[src/rtl/adder_arbiter_v.sv]
// ----------------------------------------------------------------------------
// adder_arbiter_v
//
// Shares one simple_adder_v between four requesters. A round-robin grant picks
// one requester while idle, its operands are registered, summed in the next
// cycle and the tagged sum is then held on the result channel until taken.
//
// Handshakes (both channels): a transfer happens on a rising clk edge where
// valid and ready are both 1. A requester keeps req_valid and its operands
// stable until it sees its req_ready bit; it may withdraw before that. The
// result channel keeps result/res_id stable while res_valid=1 and res_ready=0.
//
// Parameters:
//   W           operand / result width (default 8)
//
// Ports:
//   clk         clock, rising edge
//   rst         synchronous active-high reset
//   req_valid   [3:0]    bit i: requester i presents an operand pair
//   req_ready   [3:0]    bit i: requester i granted this cycle (one-hot or 0)
//   req_x_0     [4*W-1:0] operand 0, requester i at [i*W +: W]
//   req_x_1     [4*W-1:0] operand 1, same packing
//   res_valid            result available
//   res_ready            consumer accepts the result
//   result      [W-1:0]  registered sum
//   res_id      [1:0]    requester index owning result
//
// Build option:
//   ADDER_ARB_SAT_EN  when defined, the sum saturates to all ones on carry-out;
//                     otherwise it wraps modulo 2^W.
// ----------------------------------------------------------------------------

// Plain W-bit adder with carry-out on the top bit of sum_o.
module simple_adder_v #(
  parameter int W = 8
) (
  input  logic [W-1:0] a_i,
  input  logic [W-1:0] b_i,
  output logic [W:0]   sum_o
);
  assign sum_o = {1'b0, a_i} + {1'b0, b_i};
endmodule

module adder_arbiter_v #(
  parameter int W = 8
) (
  input  logic           clk,
  input  logic           rst,
  input  logic [3:0]     req_valid,
  output logic [3:0]     req_ready,
  input  logic [4*W-1:0] req_x_0,
  input  logic [4*W-1:0] req_x_1,
  output logic           res_valid,
  input  logic           res_ready,
  output logic [W-1:0]   result,
  output logic [1:0]     res_id
);

  localparam logic [1:0] S_IDLE = 2'd0;
  localparam logic [1:0] S_CALC = 2'd1;
  localparam logic [1:0] S_HOLD = 2'd2;

  logic [1:0]   state_q, state_d;
  logic [1:0]   ptr_q, ptr_d;
  logic [W-1:0] op0_q, op0_d;
  logic [W-1:0] op1_q, op1_d;
  logic [1:0]   id_q, id_d;
  logic [W-1:0] result_q, result_d;
  logic [1:0]   res_id_q, res_id_d;
  logic         res_valid_q, res_valid_d;

  logic         grant_found;
  logic [1:0]   grant_idx;
  logic [W:0]   add_sum;
  logic [W-1:0] sum_sel;

  // Round-robin search: first asserted req_valid starting at ptr_q. The 2-bit
  // addition wraps 3 -> 0 on its own.
  always_comb begin
    grant_found = 1'b0;
    grant_idx   = ptr_q;
    for (int k = 0; k < 4; k++) begin
      if (!grant_found && req_valid[ptr_q + 2'(k)]) begin
        grant_found = 1'b1;
        grant_idx   = ptr_q + 2'(k);
      end
    end
  end

  // Grant only while idle; rst masks it so nothing is offered during reset.
  assign req_ready = (state_q == S_IDLE && grant_found && !rst)
                     ? (4'b0001 << grant_idx) : 4'b0000;

  simple_adder_v #(.W(W)) u_adder (
    .a_i   (op0_q),
    .b_i   (op1_q),
    .sum_o (add_sum)
  );

`ifdef ADDER_ARB_SAT_EN
  assign sum_sel = add_sum[W] ? {W{1'b1}} : add_sum[W-1:0];
`else
  // Carry is intentionally dropped in the wrapping build.
  logic unused_carry;
  assign unused_carry = add_sum[W];
  assign sum_sel      = add_sum[W-1:0];
`endif

  always_comb begin
    state_d     = state_q;
    ptr_d       = ptr_q;
    op0_d       = op0_q;
    op1_d       = op1_q;
    id_d        = id_q;
    result_d    = result_q;
    res_id_d    = res_id_q;
    res_valid_d = res_valid_q;
    case (state_q)
      S_IDLE: begin
        if (grant_found) begin
          op0_d   = req_x_0[grant_idx*W +: W];
          op1_d   = req_x_1[grant_idx*W +: W];
          id_d    = grant_idx;
          ptr_d   = grant_idx + 2'd1;
          state_d = S_CALC;
        end
      end
      S_CALC: begin
        result_d    = sum_sel;
        res_id_d    = id_q;
        res_valid_d = 1'b1;
        state_d     = S_HOLD;
      end
      S_HOLD: begin
        // Handoff returns to IDLE; the next grant is evaluated a cycle later.
        if (res_ready) begin
          res_valid_d = 1'b0;
          state_d     = S_IDLE;
        end
      end
      default: begin
        res_valid_d = 1'b0;
        state_d     = S_IDLE;
      end
    endcase
  end

  always_ff @(posedge clk) begin
    if (rst) begin
      state_q     <= S_IDLE;
      ptr_q       <= 2'd0;
      op0_q       <= '0;
      op1_q       <= '0;
      id_q        <= 2'd0;
      result_q    <= '0;
      res_id_q    <= 2'd0;
      res_valid_q <= 1'b0;
    end else begin
      state_q     <= state_d;
      ptr_q       <= ptr_d;
      op0_q       <= op0_d;
      op1_q       <= op1_d;
      id_q        <= id_d;
      result_q    <= result_d;
      res_id_q    <= res_id_d;
      res_valid_q <= res_valid_d;
    end
  end

  assign res_valid = res_valid_q;
  assign result    = result_q;
  assign res_id    = res_id_q;

endmodule
[config.mk]
export PLATFORM = sky130hd
export DESIGN_NAME = adder_arbiter_v
export DESIGN_NICKNAME = d
export VERILOG_FILES = /design/src/rtl/adder_arbiter_v.sv
export SDC_FILE = /design/constraint.sdc
export NUM_CORES = 1
export LEC_CHECK = 0
export CAP_MARGIN = 25
export CELL_PAD_IN_SITES_DETAIL_PLACEMENT = 1
export CELL_PAD_IN_SITES_GLOBAL_PLACEMENT = 1
export CORE_UTILIZATION = 31
export DETAILED_ROUTE_END_ITERATION = 10
export GPL_TIMING_DRIVEN = 0
export PLACE_DENSITY_LB_ADDON = 0.25
export RECOVER_POWER = 25
export SLEW_MARGIN = 10
export SYNTH_ARGS = -nofsm -noshare
export SYNTH_HDL_FRONTEND = slang
export SYNTH_HIERARCHICAL = 1
export SYNTH_SLANG_ARGS = --single-unit
[constraint.sdc]
create_clock -name clk -period 1.7 [get_ports clk]
set_input_delay 0.34 -clock clk [delete_from_list [all_inputs] [get_ports clk]]
set_output_delay 0.34 -clock clk [all_outputs]
set_load 0.01 [all_outputs]
Yosys cells after proc, flatten, opt, wreduce, memory -nomap -nowiden
Index checks and enable logic that the tools add are counted.

storage, ports and cells
  output and inout port bits = 15
  word-level logic and storage cells = 59
  register bits after elaboration = 33
  input bits = 71

operators by class
  $add $sub $neg = 5
  eq/ne operators = 4
  multiplexer cells = 21
  reductions and logical operators = 13
  shifts and indexed selects = 3
  $lt $le $gt $ge = 4
  bitwise gates (word level) = 1

operators with widths
  cell                                                                  count
  32-bit by 6-bit variable part select with 8-bit output                2
  2-bit by 3-bit < comparator with 1-bit output, second input constant  4
  2-bit two-way mux                                                     5
  1-bit two-way mux                                                     9
  8-bit adder                                                           1
  1-bit binary-select mux with 2-bit select                             4
  2-bit one-hot mux with 3 select lines                                 1
  2-bit AND reduction                                                   3
  1-bit logical AND                                                     5
  2-bit by 1-bit adder with 2-bit output, second input constant         2
  2-bit adder, second input constant                                    2
  1-bit zero test                                                       4
  4-bit two-way mux                                                     1
  2-bit != test, second input constant                                  2
  1-bit by 2-bit << shifter with 4-bit output, first input constant     1
  1-bit one-hot mux with 3 select lines                                 1
  2-bit by 1-bit == test with 1-bit output, second input constant       1
  2-bit == test, second input constant                                  1
  2-bit zero test                                                       1
  1-bit NOT                                                             1

Logic depth before layout (Yosys ltp)
Gate-level depths: netlist of the first run.

  depth after elaboration = 15
  mapped depth = 8
  depth with buffers taken out = 8

Hierarchy
Netlist of the first run, hierarchy kept.

modules (own cells, without submodules)
  module           area each (µm²)  cells an instance  times used
  adder_arbiter_v  2,289.7          260                1
  simple_adder_v   324.1            42                 1

Worst setup path after synthesis of the first run
OpenSTA, ideal clock, no wires.

  kind = reg-to-output
  start = register ptr_q[1]
  end = output req_ready[0]
  path buffers = 2
  arrival = 1.366 ns
  stages on the path, launching flop included = 7
  setup slack = -0.006 ns
  cells stage by stage = dfxtp_1 > buf_6 > nor4_4 > a211oi_2 > o22ai_2 > buf_6 > and2_1

on the way
  longest elaborated chain between the ends = 15
  elaborated cells on any way between the ends = 28
  classes of those cells = add/sub (3); shift (1); mux (16); reduce/logical (8)

RTL lines
  what                                                                             RTL line  text
  from (decl)                                                                      64        logic [1:0] ptr_q, ptr_d;
  from (signal assigned)                                                           160       ptr_q <= ptr_d;
  branches (longest 14 deep; another with 2-bit by 1-bit adder with 2-bit output)  --
  4-bit two-way mux *                                                              92        ? (4'b0001 << grant_idx) : 4'b0000;
  to (decl)                                                                        50        output logic [3:0] req_ready,

Every way passes the cells marked *. The select of a mux whose other input is x is not followed.

Worst setup path after layout of the first run
Same ends and word-level chain as after synthesis.

==> flow_metrics.env, run 1 <==
export IMPL_status="finished with violations"
export IMPL_violations="DRC, setup timing"
export IMPL_cp_depth=8
export IMPL_dp_hpwl_um=6346
export IMPL_critPathSlowestCell="dfxtp_4"
export IMPL_switching_share_pct=38.37
export IMPL_syn_area_um2=2600
export IMPL_cts_tree="yes"
export IMPL_timing_final_crit_share_pct=125.5
export IMPL_critPathMostFrequentCell="buf_6"
export IMPL_cp_arrival_ns=1.79
export IMPL_drt_iter0_drc=111
export IMPL_power_density_nw_per_um2=878.6
export IMPL_startpoint_type="flop"
export IMPL_cts_made_buffers=5
export IMPL_multi_input_area_um2=2133
export IMPL_skew_ns=0.009170
export IMPL_yosysWarnings=6
export IMPL_placement_io_buffers=84
export IMPL_nets=510
export IMPL_power_frac_comb_pct=55.5
export IMPL_worstHoldEndpoint="state_q[0]"
export IMPL_grt_overflow=0
export IMPL_vias=2987
export IMPL_die_w_um=93.58
export IMPL_wl_met2_um=5720
export IMPL_fmax_mhz=468.6
export IMPL_grt_pass1_wl_um=15630
export IMPL_cts_root_buf="clkbuf_8"
export IMPL_clk_path_buf_depth=2
export IMPL_worstSetupEndpointType="primary output"
export IMPL_gp_congestion=0.7810
export IMPL_cts_max_level=2
export IMPL_critPathMaxStageDelay_ns=0.38
export IMPL_layout_cells_non_filler=536
export IMPL_rr_worst_depth=10
export IMPL_fp_row_count=33
export IMPL_drt_first_pass_iters=7
export IMPL_p_int_mw=2.466
export IMPL_grt_start_max_net_pins=13
export IMPL_routed_wl_um=11190
export IMPL_hold_path_depth=2
export IMPL_placed_cells=488
export IMPL_track_usage_pct=23.07
export IMPL_synth_cells=299
export IMPL_finalInstanceArea_um2=4554
export IMPL_hold_path_class="in2reg"
export IMPL_reg2reg_to="op1_q[3]"
export IMPL_tightest_slew_ns=0.7648
export IMPL_hold_viol=0
export IMPL_cp_top_family="buffers and inverters"
export IMPL_crit_type="reg2out"
export IMPL_holdWs_ns=0.4234
export IMPL_seq_power_share_pct=25.1
export IMPL_start_util_pct=31.80
export IMPL_worstReg2RegStart="ptr_q[1]"
export IMPL_maxSlewViolCount=0
export IMPL_cp_required_ns=1.36
export IMPL_antenna_found_initial=0
export IMPL_drive_gt1_share_pct=39.91
export IMPL_dieArea_um2=8757
export IMPL_hp_start="rst"
export IMPL_critPathBufInv=4
export IMPL_syn_avg_cell_area_um2=8.696
export IMPL_layout_setup_ws_ns=-0.4341
export IMPL_syn_nets=379
export IMPL_regArea_um2=676.9
export IMPL_peakVddDrop_uv=390.8
export IMPL_crit_fanout=4
export IMPL_boundaryPins=86
export IMPL_clockPowerShare_pct=19.4
export IMPL_dp_slack_ns=-1.234
export IMPL_r2r_slack_ns=-0.30
export IMPL_cp_cell_sequence="buf_6 -> buf_8 -> nor4_4 -> a211oi_2 -> o22ai_2 -> buf_6 -> and2_1 -> buf_2"
export IMPL_cts_clk_slew_worst_paths_ns=0.08
export IMPL_placed_cell_area_um2=3572
export IMPL_fin_setup_tns_ns=-5.211
export IMPL_routed_via_density=5.573
export IMPL_drc=1
export IMPL_fin_crit_ns=2.134
export IMPL_switching_power_mw=1.535
export IMPL_maxCapViolCount=0
export IMPL_syn2layout_area_growth_pct=75.17
export IMPL_grt_setup_unrepaired="yes"
export IMPL_wl_per_cell_um=20.87
export IMPL_dr_wl_met3_um=477
export IMPL_ant_nets=0
export IMPL_clock_sinks=33
export IMPL_coreArea_um2=8175
export IMPL_fillers=900
export IMPL_maxUsedRoutingLayer="met4"
export IMPL_clock_latency_ns=0.30
export IMPL_slew_headroom_pct=49.01
export IMPL_setup_viol=24
export IMPL_grt_pass1_vias=3071
export IMPL_hold_buffers=0
export IMPL_die_h_um=93.58
export IMPL_wl_met1_um=4643
export IMPL_leakage_nw=1.699
export IMPL_antenna_cells=0
==> worst max-delay path by stage <==
stage	startpoint	to	slack, ns
after global routing	ptr_q[1]	req_ready[0]	-0.46
after floorplan	req_valid[2]	req_ready[1]	0.006
after CTS	ptr_q[1]	req_ready[1]	-0.37
final	ptr_q[1]	req_ready[0]	-0.43
after detailed placement	req_valid[3]	req_ready[1]	-1.23
after global placement	req_valid[1]	req_ready[1]	-1.20
==> sequential cells by signal (all words and copies together) (netlist names) <==
register   flops
op0_q          8
result         8
id_q           2
res_id         2
ptr_q          2
res_valid      1
state_q        2
op1_q          8
==> stage by stage <==
stage | util (%) | power [mW]
final | 55.71 | 4.001
after global routing | 55.71 | 4.191
after CTS | 51.24 | 3.584
after detailed placement | 43.69 | 2.456
after global placement | 43.69 | 2.426
after floorplan | - | 1.948
==> power by group through the flow <==
| stage | combinational [mW] | clock (mW) | sequential [mW] |
|---|---|---|---|
| CTS | 1.82 | 0.781 | 0.982 |
| global placement | 1.43 | 0 | 0.993 |
| global route | 2.35 | 0.825 | 1.02 |
| finish | 2.22 | 0.778 | 1.00 |
| floorplan | 0.965 | 0 | 0.982 |
| detailed placement | 1.46 | 0 | 0.998 |
==> metal layers <==
layer  up-vias  track usage (%)
li1       1396                -
met1      1467            28.44
met3        33            3.415
met5         -                0
met2        91            40.32
met4         0            8.590
==> cells in the final DEF, fill, tap and decap left out, types with 5 or more instances in the layout <==
master and instances:
a21oi_1 12, and4_1 13, nor2b_1 6, nor3_1 6, buf_4 24, nand2_1 28
o31a_1 13, a211oi_2 13, buf_2 10, a21oi_2 10, a221oi_4 8, buf_6 24
clkbuf_1 6, o21ai_2 11, clkdlybuf4s50_1 76, clkbuf_8 5, dfxtp_1 26, nor2_1 27
a221oi_2 6
==> area by class of cell <==
cell class	count	share of cell area, %
inverters	3	0.2473
repair buffers	124	27.20
well taps	105	2.885
flip-flops and latches	33	14.86
clock inverters	3	1.016
clock buffers	5	1.511
plain buffers	27	5.440
multi-input cells	236	46.84
==> what timing repair did <==
action	CTS	global route
pin swaps	29	58
setup buffers	32	9
endpoints found under the setup margin	27	27
endpoints found under the hold margin	0	0
cloned	1	2
gates resized for setup	104	52
Power figures use the tool's default switching activity.
==> run 2, diff against run 1 <==
- CTS_BUF_LIST: unset -> sky130_fd_sc_hd__clkbuf_2
- GPL_TIMING_DRIVEN: 0 -> unset
==> flow_metrics.env, run 2 (synthesized netlist as in run 1, its figures left out) <==
export IMPL_status="finished with violations"
export IMPL_violations="DRC, setup timing"
export IMPL_final_cell_mix="clkdlybuf4s50_1, buf_4, nor2_1"
export IMPL_nets=501
export IMPL_power_frac_comb_pct=60.4
export IMPL_cts_clk_slew_worst_paths_ns=0.15
export IMPL_grt_pass1_vias=2758
export IMPL_fin_crit_ns=1.933
export IMPL_startpoint_type="flop"
export IMPL_skew_ns=0.01163
export IMPL_cp_cell_sequence="buf_4 -> and2b_2 -> o32ai_4 -> and2_4 -> buf_6"
export IMPL_antenna_found_initial=0
export IMPL_wl_per_cell_um=17.84
export IMPL_syn2layout_area_growth_pct=68.91
export IMPL_fmax_mhz=517.4
export IMPL_boundaryPins=86
export IMPL_drt_first_pass_iters=7
export IMPL_setup_viol=21
export IMPL_seq_power_share_pct=29.3
export IMPL_layout_setup_ws_ns=-0.2326
export IMPL_drive_gt1_share_pct=38.24
export IMPL_clockPowerShare_pct=10.4
export IMPL_fp_row_count=33
export IMPL_switching_power_mw=1.366
export IMPL_grt_start_max_net_pins=33
export IMPL_grt_pass1_wl_um=13920
export IMPL_leakage_nw=1.654
export IMPL_crit_fanout=6
export IMPL_vias=2823
export IMPL_start_util_pct=31.80
export IMPL_hold_viol=0
export IMPL_placed_cell_area_um2=3741
export IMPL_holdWs_ns=0.4635
export IMPL_clock_latency_ns=0.38
export IMPL_grt_setup_unrepaired="yes"
export IMPL_routed_via_density=5.367
export IMPL_hold_path_class="reg2reg"
export IMPL_reg2reg_to="op1_q[3]"
export IMPL_gp_congestion=0.8070
export IMPL_dp_hpwl_um=6618
export IMPL_placement_io_buffers=85
export IMPL_die_w_um=93.58
export IMPL_cts_made_buffers=5
export IMPL_crit_type="reg2out"
export IMPL_final_common_cell="clkdlybuf4s50_1"
export IMPL_maxSlewViolCount=0
export IMPL_worstSetupEndpointType="primary output"
export IMPL_power_density_nw_per_um2=774.6
export IMPL_cts_tree="yes"
export IMPL_antenna_cells=0
export IMPL_timing_final_crit_share_pct=113.7
export IMPL_clk_path_buf_depth=2
export IMPL_slew_headroom_pct=43.33
export IMPL_r2r_slack_ns=-0.12
export IMPL_drc=1
export IMPL_cp_startpoint="ptr_q[0]"
export IMPL_hp_start="result[1]"
export IMPL_coreArea_um2=8175
export IMPL_ant_nets=0
export IMPL_rr_worst_depth=8
export IMPL_routed_wl_um=9386
export IMPL_cp_arrival_ns=1.59
export IMPL_critPathMaxStageDelay_ns=0.42
export IMPL_grt_overflow=0
export IMPL_hold_buffers=0
export IMPL_finalInstanceArea_um2=4392
export IMPL_worstReg2RegStart="ptr_q[1]"
export IMPL_switching_share_pct=40.17
export IMPL_fillers=936
export IMPL_cp_required_ns=1.36
export IMPL_clock_sinks=33
export IMPL_dieArea_um2=8757
export IMPL_endpoint="req_ready[1]"
export IMPL_critPathSlowestCell="dfxtp_4"
export IMPL_maxCapViolCount=0
export IMPL_cts_max_level=2
export IMPL_drt_iter0_drc=92
export IMPL_tightest_slew_ns=0.8500
export IMPL_peakVddDrop_uv=317.1
export IMPL_fin_setup_tns_ns=-2.175
export IMPL_track_usage_pct=20.68
export IMPL_die_h_um=93.58
export IMPL_p_int_mw=2.036
export IMPL_cts_root_buf="clkbuf_2"
[run 2: cell count changes in the layout (fill, tap and decap cells not counted), moves of 3 or more]
cell      previous run  this run
clkbuf_8             5         0
buf_2               10         2
clkbuf_2             1         8
buf_8                4         0
buf_4               24        33
nor2_1              27        30
o21ai_4              0         3
clkbuf_1             6         0
a21oi_4              0         3
[run 2: per-layer routing]
layer	track usage [%]	part of all wire, %	up-vias
li1	-	-	1378
met4	5.385	0.95	0
met5	0	0	-
met1	27.51	45	1373
met3	2.195	3.2	10
met2	35.42	51	62
[run 2: timing repair]
item,CTS,global route
setup endpoints to repair,26,29
buffers inserted,9,8
gates cloned,1,0
gates resized for setup,73,72
pin swaps,13,42
[run 2: worst max-delay path, delay by kind of cell (launching register included)]
kind	cells	cell delay [ns]
DFF	1	0.42
and+or+nand+nor	2	0.42
buffers and inverters	2	0.23
AOI/OAI and AO/OA	1	0.14
[run 2: area by class of cell]
type,instances,area [um^2],area share (%)
inverter,3,11.26,0.2564
tap,105,131.4,2.991
timing repair buffer,142,1378,31.37
sequential,33,671.9,15.30
clock buffer,6,30.03,0.6838
clock inverter,1,3.754,0.08547
multi-input combinational,236,2166,49.32
[run 2: power groups by stage]
stage	sequential [mW]	combinational, mW	clock (mW)
finish	0.995	2.05	0.353
global route	1.01	2.20	0.403
CTS	0.982	1.73	0.359
detailed placement	0.989	1.58	0
global placement	0.983	1.55	0
floorplan	0.982	0.965	0
[run 2: how the worst min path moves through the flow]
stage / endpoint / slack, ns / cells after the start
after global placement: result[7] / 0.44 / 2
final: result[1] / 0.46 / 2
after CTS: result[1] / 0.47 / 2
after detailed placement: result[1] / 0.45 / 2
after global routing: result[1] / 0.47 / 2
after floorplan: res_id[0] / 0.43 / 2
[run 2: stage by stage]
| step | setup WS, ns | std cells | power, mW | util [%] |
|---|---|---|---|---|
| floorplan | 0.005737 | 299 | 1.948 | - |
| detailed placement | -0.9287 | 504 | 2.568 | 45.76 |
| finish | -0.2326 | 526 | 3.402 | 53.72 |
| global placement | -0.8228 | 504 | 2.529 | 45.76 |
| CTS | -0.2848 | 519 | 3.076 | 48.99 |
| global route | -0.3238 | 526 | 3.613 | 53.72 |
==> run 3, diff against run 2 <==
- SLEW_MARGIN: 10 -> 15
==> results of run 3 <==
No change in the layout: final DEF, timing and power equal those of run 2.
